--- config.mk ---
export PLATFORM = sky130hd
export DESIGN_NAME = uart_tx_flat
export DESIGN_NICKNAME = d
export VERILOG_FILES = /design/src/rtl/uart_tx_if.sv /design/src/rtl/uart_tx.sv /design/src/flat_wrapper.sv
export SDC_FILE = /design/constraint.sdc
export NUM_CORES = 1
export LEC_CHECK = 0
export CORE_MARGIN = 5
export CORE_UTILIZATION = 45
export DETAILED_ROUTE_END_ITERATION = 10
export GPL_ROUTABILITY_DRIVEN = 0
export PLACE_DENSITY = 0.72
export SLEW_MARGIN = 20
export SYNTH_ARGS = -nofsm -noshare
export SYNTH_HDL_FRONTEND = slang
export SYNTH_SLANG_ARGS = --single-unit
export TNS_END_PERCENT = 10
--- constraint.sdc ---
create_clock -name i_clk -period 2.33 [get_ports i_clk]
set_input_delay 0.233 -clock i_clk [delete_from_list [all_inputs] [get_ports i_clk]]
set_output_delay 0.233 -clock i_clk [all_outputs]
set_load 0.03 [all_outputs]
--- src/rtl/uart_tx_if.sv ---
// Parallel-side interface of the UART transmitter: baud tick, start
// strobe and byte in; serial line and status out.
interface uart_tx_if #(
    parameter int SIZE_TRAMA_BIT = 8
);
    logic                      i_tick;
    logic                      i_tx_start;
    logic [SIZE_TRAMA_BIT-1:0] i_data;
    logic                      o_tx;
    logic                      o_tx_busy;
    logic                      o_tx_done;

    // Control logic side: drives the request, watches the line and status.
    modport master (
        output i_tick, i_tx_start, i_data,
        input  o_tx, o_tx_busy, o_tx_done
    );

    // Transmitter side.
    modport slave (
        input  i_tick, i_tx_start, i_data,
        output o_tx, o_tx_busy, o_tx_done
    );
endinterface

--- src/rtl/uart_tx.sv ---
// UART transmitter: start bit, SIZE_TRAMA_BIT data bits LSB first, optional
// parity bit, SB_TICKS ticks of stop. Every bit phase is counted in 16x
// oversampling ticks shared with the receive path. All outputs are registered.
module uart_tx #(
    parameter int SIZE_TRAMA_BIT   = 8,
    parameter int SIZE_BIT_COUNTER = 3,   // 2**SIZE_BIT_COUNTER >= SIZE_TRAMA_BIT
    parameter int SB_TICKS         = 16,  // 16 = one stop bit, 32 = two
    parameter bit PARITY_EN        = 1'b0,
    parameter bit PARITY_ODD       = 1'b0
) (
    input logic      i_clk,
    input logic      i_reset,
    uart_tx_if.slave bus
);
    // Stop phase may need 32 ticks, which no longer fits in 4 bits.
    localparam int TICK_W = (SB_TICKS > 16) ? 5 : 4;
    localparam logic [TICK_W-1:0]           BIT_LAST  = TICK_W'(15);
    localparam logic [TICK_W-1:0]           STOP_LAST = TICK_W'(SB_TICKS - 1);
    localparam logic [SIZE_BIT_COUNTER-1:0] DATA_LAST = SIZE_BIT_COUNTER'(SIZE_TRAMA_BIT - 1);

    typedef enum logic [2:0] {
        ST_IDLE   = 3'd0,
        ST_START  = 3'd1,
        ST_DATA   = 3'd2,
        ST_PARITY = 3'd3,
        ST_STOP   = 3'd4
    } state_e;

    state_e                      state_q, state_d;
    logic [TICK_W-1:0]           tick_cnt_q, tick_cnt_d;
    logic [SIZE_BIT_COUNTER-1:0] bit_cnt_q, bit_cnt_d;
    logic [SIZE_TRAMA_BIT-1:0]   shift_q, shift_d;
    logic                        parity_q, parity_d;
    logic                        tx_q, tx_d;
    logic                        busy_q, busy_d;
    logic                        done_q, done_d;

    // Next-state logic, then registered-output values derived from the next state.
    always_comb begin
        // NOTE: every signal gets a default before the case so no path can
        // leave one unassigned and infer a latch.
        state_d    = state_q;
        tick_cnt_d = tick_cnt_q;
        bit_cnt_d  = bit_cnt_q;
        shift_d    = shift_q;
        parity_d   = parity_q;
        done_d     = 1'b0;

        case (state_q)
            ST_IDLE: begin
                // Ticks are ignored here; the frame timing starts at acceptance.
                if (bus.i_tx_start) begin
                    shift_d    = bus.i_data;
                    parity_d   = (^bus.i_data) ^ PARITY_ODD;
                    tick_cnt_d = '0;
                    bit_cnt_d  = '0;
                    state_d    = ST_START;
                end
            end
            ST_START: begin
                if (bus.i_tick) begin
                    if (tick_cnt_q == BIT_LAST) begin
                        tick_cnt_d = '0;
                        bit_cnt_d  = '0;
                        state_d    = ST_DATA;
                    end else begin
                        tick_cnt_d = tick_cnt_q + TICK_W'(1);
                    end
                end
            end
            ST_DATA: begin
                if (bus.i_tick) begin
                    if (tick_cnt_q == BIT_LAST) begin
                        tick_cnt_d = '0;
                        shift_d    = shift_q >> 1;
                        if (bit_cnt_q == DATA_LAST) begin
                            state_d = PARITY_EN ? ST_PARITY : ST_STOP;
                        end else begin
                            bit_cnt_d = bit_cnt_q + SIZE_BIT_COUNTER'(1);
                        end
                    end else begin
                        tick_cnt_d = tick_cnt_q + TICK_W'(1);
                    end
                end
            end
            ST_PARITY: begin
                if (bus.i_tick) begin
                    if (tick_cnt_q == BIT_LAST) begin
                        tick_cnt_d = '0;
                        state_d    = ST_STOP;
                    end else begin
                        tick_cnt_d = tick_cnt_q + TICK_W'(1);
                    end
                end
            end
            ST_STOP: begin
                if (bus.i_tick) begin
                    if (tick_cnt_q == STOP_LAST) begin
                        tick_cnt_d = '0;
                        state_d    = ST_IDLE;
                        done_d     = 1'b1;
                    end else begin
                        tick_cnt_d = tick_cnt_q + TICK_W'(1);
                    end
                end
            end
            default: begin
                // Unused encodings recover to an idle, high line.
                state_d    = ST_IDLE;
                tick_cnt_d = '0;
                bit_cnt_d  = '0;
            end
        endcase

        // Outputs are looked up from the next state so the registered line
        // changes on the same edge that changes the state.
        busy_d = (state_d != ST_IDLE);
        case (state_d)
            ST_START:  tx_d = 1'b0;
            ST_DATA:   tx_d = shift_d[0];
            ST_PARITY: tx_d = parity_d;
            default:   tx_d = 1'b1;
        endcase
    end

    // State and output registers with synchronous reset.
    always_ff @(posedge i_clk) begin
        // NOTE: sequential state uses non-blocking assignments so every
        // register samples the pre-edge values of the others.
        if (i_reset) begin
            state_q    <= ST_IDLE;
            tick_cnt_q <= '0;
            bit_cnt_q  <= '0;
            shift_q    <= '0;
            parity_q   <= 1'b0;
            tx_q       <= 1'b1;
            busy_q     <= 1'b0;
            done_q     <= 1'b0;
        end else begin
            state_q    <= state_d;
            tick_cnt_q <= tick_cnt_d;
            bit_cnt_q  <= bit_cnt_d;
            shift_q    <= shift_d;
            parity_q   <= parity_d;
            tx_q       <= tx_d;
            busy_q     <= busy_d;
            done_q     <= done_d;
        end
    end

    assign bus.o_tx      = tx_q;
    assign bus.o_tx_busy = busy_q;
    assign bus.o_tx_done = done_q;
endmodule

--- src/flat_wrapper.sv ---
// flat-port wrapper written by rule: the top's interface ports become plain ports
module uart_tx_flat 
#(
    parameter int SIZE_TRAMA_BIT   = 8,
    parameter int SIZE_BIT_COUNTER = 3,                                           
    parameter int SB_TICKS         = 16,                                
    parameter bit PARITY_EN        = 1'b0,
    parameter bit PARITY_ODD       = 1'b0
)
  (i_clk, i_reset, bus_i_tick, bus_i_tx_start, bus_i_data, bus_o_tx, bus_o_tx_busy, bus_o_tx_done);
  uart_tx_if #(.SIZE_TRAMA_BIT(SIZE_TRAMA_BIT)) bus_i ();
  input logic i_clk;
  input logic i_reset;
  input wire logic [$bits(bus_i.i_tick)-1:0] bus_i_tick;
  input wire logic [$bits(bus_i.i_tx_start)-1:0] bus_i_tx_start;
  input wire logic [$bits(bus_i.i_data)-1:0] bus_i_data;
  output wire logic [$bits(bus_i.o_tx)-1:0] bus_o_tx;
  output wire logic [$bits(bus_i.o_tx_busy)-1:0] bus_o_tx_busy;
  output wire logic [$bits(bus_i.o_tx_done)-1:0] bus_o_tx_done;
  assign bus_i.i_tick = bus_i_tick;
  assign bus_i.i_tx_start = bus_i_tx_start;
  assign bus_i.i_data = bus_i_data;
  assign bus_o_tx = bus_i.o_tx;
  assign bus_o_tx_busy = bus_i.o_tx_busy;
  assign bus_o_tx_done = bus_i.o_tx_done;
  uart_tx #(.SIZE_TRAMA_BIT(SIZE_TRAMA_BIT), .SIZE_BIT_COUNTER(SIZE_BIT_COUNTER), .SB_TICKS(SB_TICKS), .PARITY_EN(PARITY_EN), .PARITY_ODD(PARITY_ODD)) u_core (.i_clk(i_clk), .i_reset(i_reset), .bus(bus_i));
endmodule
==> metrics.md <==
| Metric | Value |
|---|---|
| Run status | `finished, final reports clean` |
| Number of clock sinks seen by CTS | `22` |
| Clk pwr share | `35.7%` |
| Data required time of the worst path | `2510 ps` |
| Warnings, synthesis | `0` |
| Number of nets with antenna violations after routing | `0` |
| Share of flip-flops with an asynchronous set or reset | `0%` |
| Largest net degree at the start of global routing | `22` |
| First-pass GRT wire length | `3750 µm` |
| Crit-path slowest cell | `sky130_fd_sc_hd__dfxtp_1` |
| Class of the most critical setup path | `reg -> reg` |
| Number of remaining DRC errors | `0` |
| Count of state elements after synthesis | `22` |
| Clk_lat worst skew | `320 ps` |
| Post-Synthesis Cell Area | `1170 µm²` |
| Gate Count Post-Synth | `132` |
| Synth Net Count | `147` |
| Seq/Total Area, Yosys | `37.6%` |
| Layout Skew | `11.3 ps` |
| Total number of vias | `984` |
| H-tree depth | `1` |
| Synth top area cells | `sky130_fd_sc_hd__dfxtp_1 38%, sky130_fd_sc_hd__a21oi_1 8.5%, sky130_fd_sc_hd__xnor2_1 7.5%, sky130_fd_sc_hd__a22oi_1 3.8%, sky130_fd_sc_hd__nand2_1 3.5%` |
| Register clock-pin slew on the reported worst setup and hold paths | `130 ps` |
| Clock tree root buffer cell | `sky130_fd_sc_hd__clkbuf_4` |
| Area of the core region | `2480 µm²` |
| Final WL | `2250 µm` |
| Internal power component | `0.000629 W` |
| Static power due to leakage | `0.514 nW` |
| Peak ir drop on the vdd network | `0.000355 V` |
| Combinational group share of total power | `15.1%` |
| Slew at the pin with the worst max-slew slack | `752 ps` |
| Power density over the cells | `602 nW/µm²` |
| Post-synthesis cell type count | `40` |
| # hold bufs at CTS | `0` |
| Die width | `61.0 µm` |
| Total routing usage reported by global routing | `13.4%` |
| CTS tree | `yes` |
| Detailed Routing Iterations Pass 1 | `5` |
| Routed len/inst | `12.9 µm` |
| Area enclosed by the die boundary | `3720 µm²` |
| Setup fix buffers added after clock tree synthesis | `0` |
| 1st-iter DRT viols | `29` |
| Residual overflow from global routing | `0` |
| Post-detail-place hpwl | `1630 µm` |
| Buffers on Ports | `14` |
| Syn-to-layout area delta | `16.9%` |
| Post-synth EDFFs | `0` |
| Final-report setup violation count | `0` |
| Final-report max-slew violation count | `0` |
| Inserted Clock Buffers | `3` |
| Worst-path maximum fanout | `5` |
| Post-layout min period | `1890 ps` |
| Number of gates resized after CTS | `0` |
| Via count of the first global-routing pass | `913` |
| Ports | `15` |
| Post-Syn Area per Cell | `8.87 µm²` |
| Post-detailed-route via-to-cell ratio | `5.66` |
| F_max | `0.529 GHz` |
| Cell with the most instances after synthesis | `sky130_fd_sc_hd__dfxtp_1` |
| Area share of the largest cell type after synthesis | `37.6%` |
| Die height | `61.0 µm` |
| Final hold violation count | `0` |
| Kind of cell adding the most delay to the critical path | `compound AO/OA/AOI/OAI gates` |
| Max Cap Viol | `0` |
| Sequential share of power | `49.2%` |
| Series of cell instances along the critical path | `ha_1 > and4_1 > a21oi_1 > o21ai_0 > mux2i_1 > nor2_1` |
| Sw frac | `23.6%` |
| Share of post-route cells with drive strength above 1 | `9.03%` |
| Clock buffer depth | `2` |
| Period utilization | `81.2%` |
| Type of the tightest min-delay check | `reg -> reg` |
| Worst hold margin | `466 ps` |
| Utilization after layout | `55.3%` |
| Data arrival time of the critical path | `2070 ps` |
| Yosys top cell by area | `sky130_fd_sc_hd__dfxtp_1` |
| # fillers | `240` |
| Cell types with the highest counts after synthesis | `22 x sky130_fd_sc_hd__dfxtp_1, 20 x sky130_fd_sc_hd__a21oi_1, 11 x sky130_fd_sc_hd__nand2_1` |
| Number of rows created at floorplan | `18` |
| Post-Route Setup TNS | `0 ps` |
| Antenna cells | `0` |
| Effective utilization at floorplan | `47.3%` |
| Power Total | `0.000823 W` |
| Worst path buffer plus inverter count | `0` |
| Most used flip-flop cell after synthesis | `sky130_fd_sc_hd__dfxtp_1` |
| Kind of launch point of the worst setup path | `flop` |
| Crit path capture type | `flop` |
| Highest cell delay on the worst timing path | `410 ps` |
| Nets | `160` |
| Switching pwr | `0.000195 W` |
| Worst rel slew slack | `49.7%` |
| Unrepaired setup endpoints after global routing | `no` |
| Number of antenna violations at the first check in global routing | `0` |
-- cells in the final DEF (no fill, tap or decap), types with 4 or more instances in the layout --
| master | Yosys | layout |
|---|---|---|
| sky130_fd_sc_hd__dfxtp_1 | 22 | 22 |
| sky130_fd_sc_hd__a21oi_1 | 20 | 20 |
| sky130_fd_sc_hd__clkdlybuf4s50_1 | 0 | 14 |
| sky130_fd_sc_hd__nand2_1 | 11 | 11 |
| sky130_fd_sc_hd__xnor2_1 | 10 | 10 |
| sky130_fd_sc_hd__nor2_1 | 9 | 9 |
| sky130_fd_sc_hd__a22oi_1 | 6 | 6 |
| sky130_fd_sc_hd__o21ai_0 | 4 | 4 |
| sky130_fd_sc_hd__nand3_1 | 4 | 4 |
-- final timing paths --
check             slack, ps  cells past startpoint                   to                 start
setup / recovery        440                      6  u_core.bit_cnt_q[0]  u_core.tick_cnt_q[0]
hold reg to reg         470                      2    u_core.shift_q[4]     u_core.shift_q[4]
setup reg to reg        440                      6  u_core.bit_cnt_q[0]  u_core.tick_cnt_q[0]
hold / removal          470                      2    u_core.shift_q[4]     u_core.shift_q[4]
-- kinds of logic after synthesis --
family	after synthesis	synth area share, %
AND/OR/NAND/NOR	44	23.7
AO/OA/AOI/OAI	40	20.8
flip-flops	22	37.6
XOR/XNOR	11	8.23
buffers and inverters	10	4.70
adder cells (fa/ha/maj)	3	3.21
multiplexers	2	1.71
-- power groups by stage --
stage / Combinational [W] / Clock, W / Sequential, W
floorplan: 0.0000846 / 0 / 0.000414
global placement: 0.000123 / 0 / 0.000412
detailed placement: 0.000125 / 0 / 0.000413
CTS: 0.000126 / 0.000300 / 0.000405
global route: 0.000138 / 0.000319 / 0.000407
finish: 0.000125 / 0.000294 / 0.000405
-- state kept, by name (all words and copies together), names as in the netlist --
register and flops:
u_core.bit_cnt_q 3, u_core.tick_cnt_q 4, u_core.parity_q 1, u_core.bus.o_tx_busy 1, u_core.shift_q 8, u_core.bus.o_tx 1
u_core.state_q 3, u_core.bus.o_tx_done 1
-- layout make-up --
| cell class | instances | area, µm² | share of cell area [%] |
|---|---|---|---|
| well taps | 30 | 37.5 | 2.74 |
| clock inverters | 1 | 30.0 | 2.19 |
| flip-flops and latches | 22 | 440 | 32.2 |
| multi-input cells | 100 | 676 | 49.4 |
| repair buffers | 16 | 155 | 11.3 |
| inverters | 2 | 7.51 | 0.548 |
| clock buffers | 3 | 22.5 | 1.65 |
-- layer usage --
layer / vias up / routed length, µm / global-route usage, %
li1: 495 / - / -
met1: 449 / 1040 / 16.4
met2: 31 / 1030 / 21.2
met3: 9 / 117 / 3.14
met4: 0 / 64 / 8.36
met5: - / 0 / 0
-- stage by stage --
| step | instance area, µm² | setup WS [ps] | instances |
|---|---|---|---|
| final | 1370 | 438 | 174 |
| after floorplan | 1170 | 680 | 132 |
| after global placement | 1320 | 364 | 170 |
| after detailed placement | 1320 | 346 | 170 |
| after CTS | 1370 | 452 | 174 |
| after global routing | 1370 | 284 | 174 |
-- worst min-delay path: stages, from the launching register on --
cell                      delay, ps
sky130_fd_sc_hd__dfxtp_1        330
sky130_fd_sc_hd__nand2_1         50
sky130_fd_sc_hd__a21oi_1         50
Power figures use the tool's default switching activity.
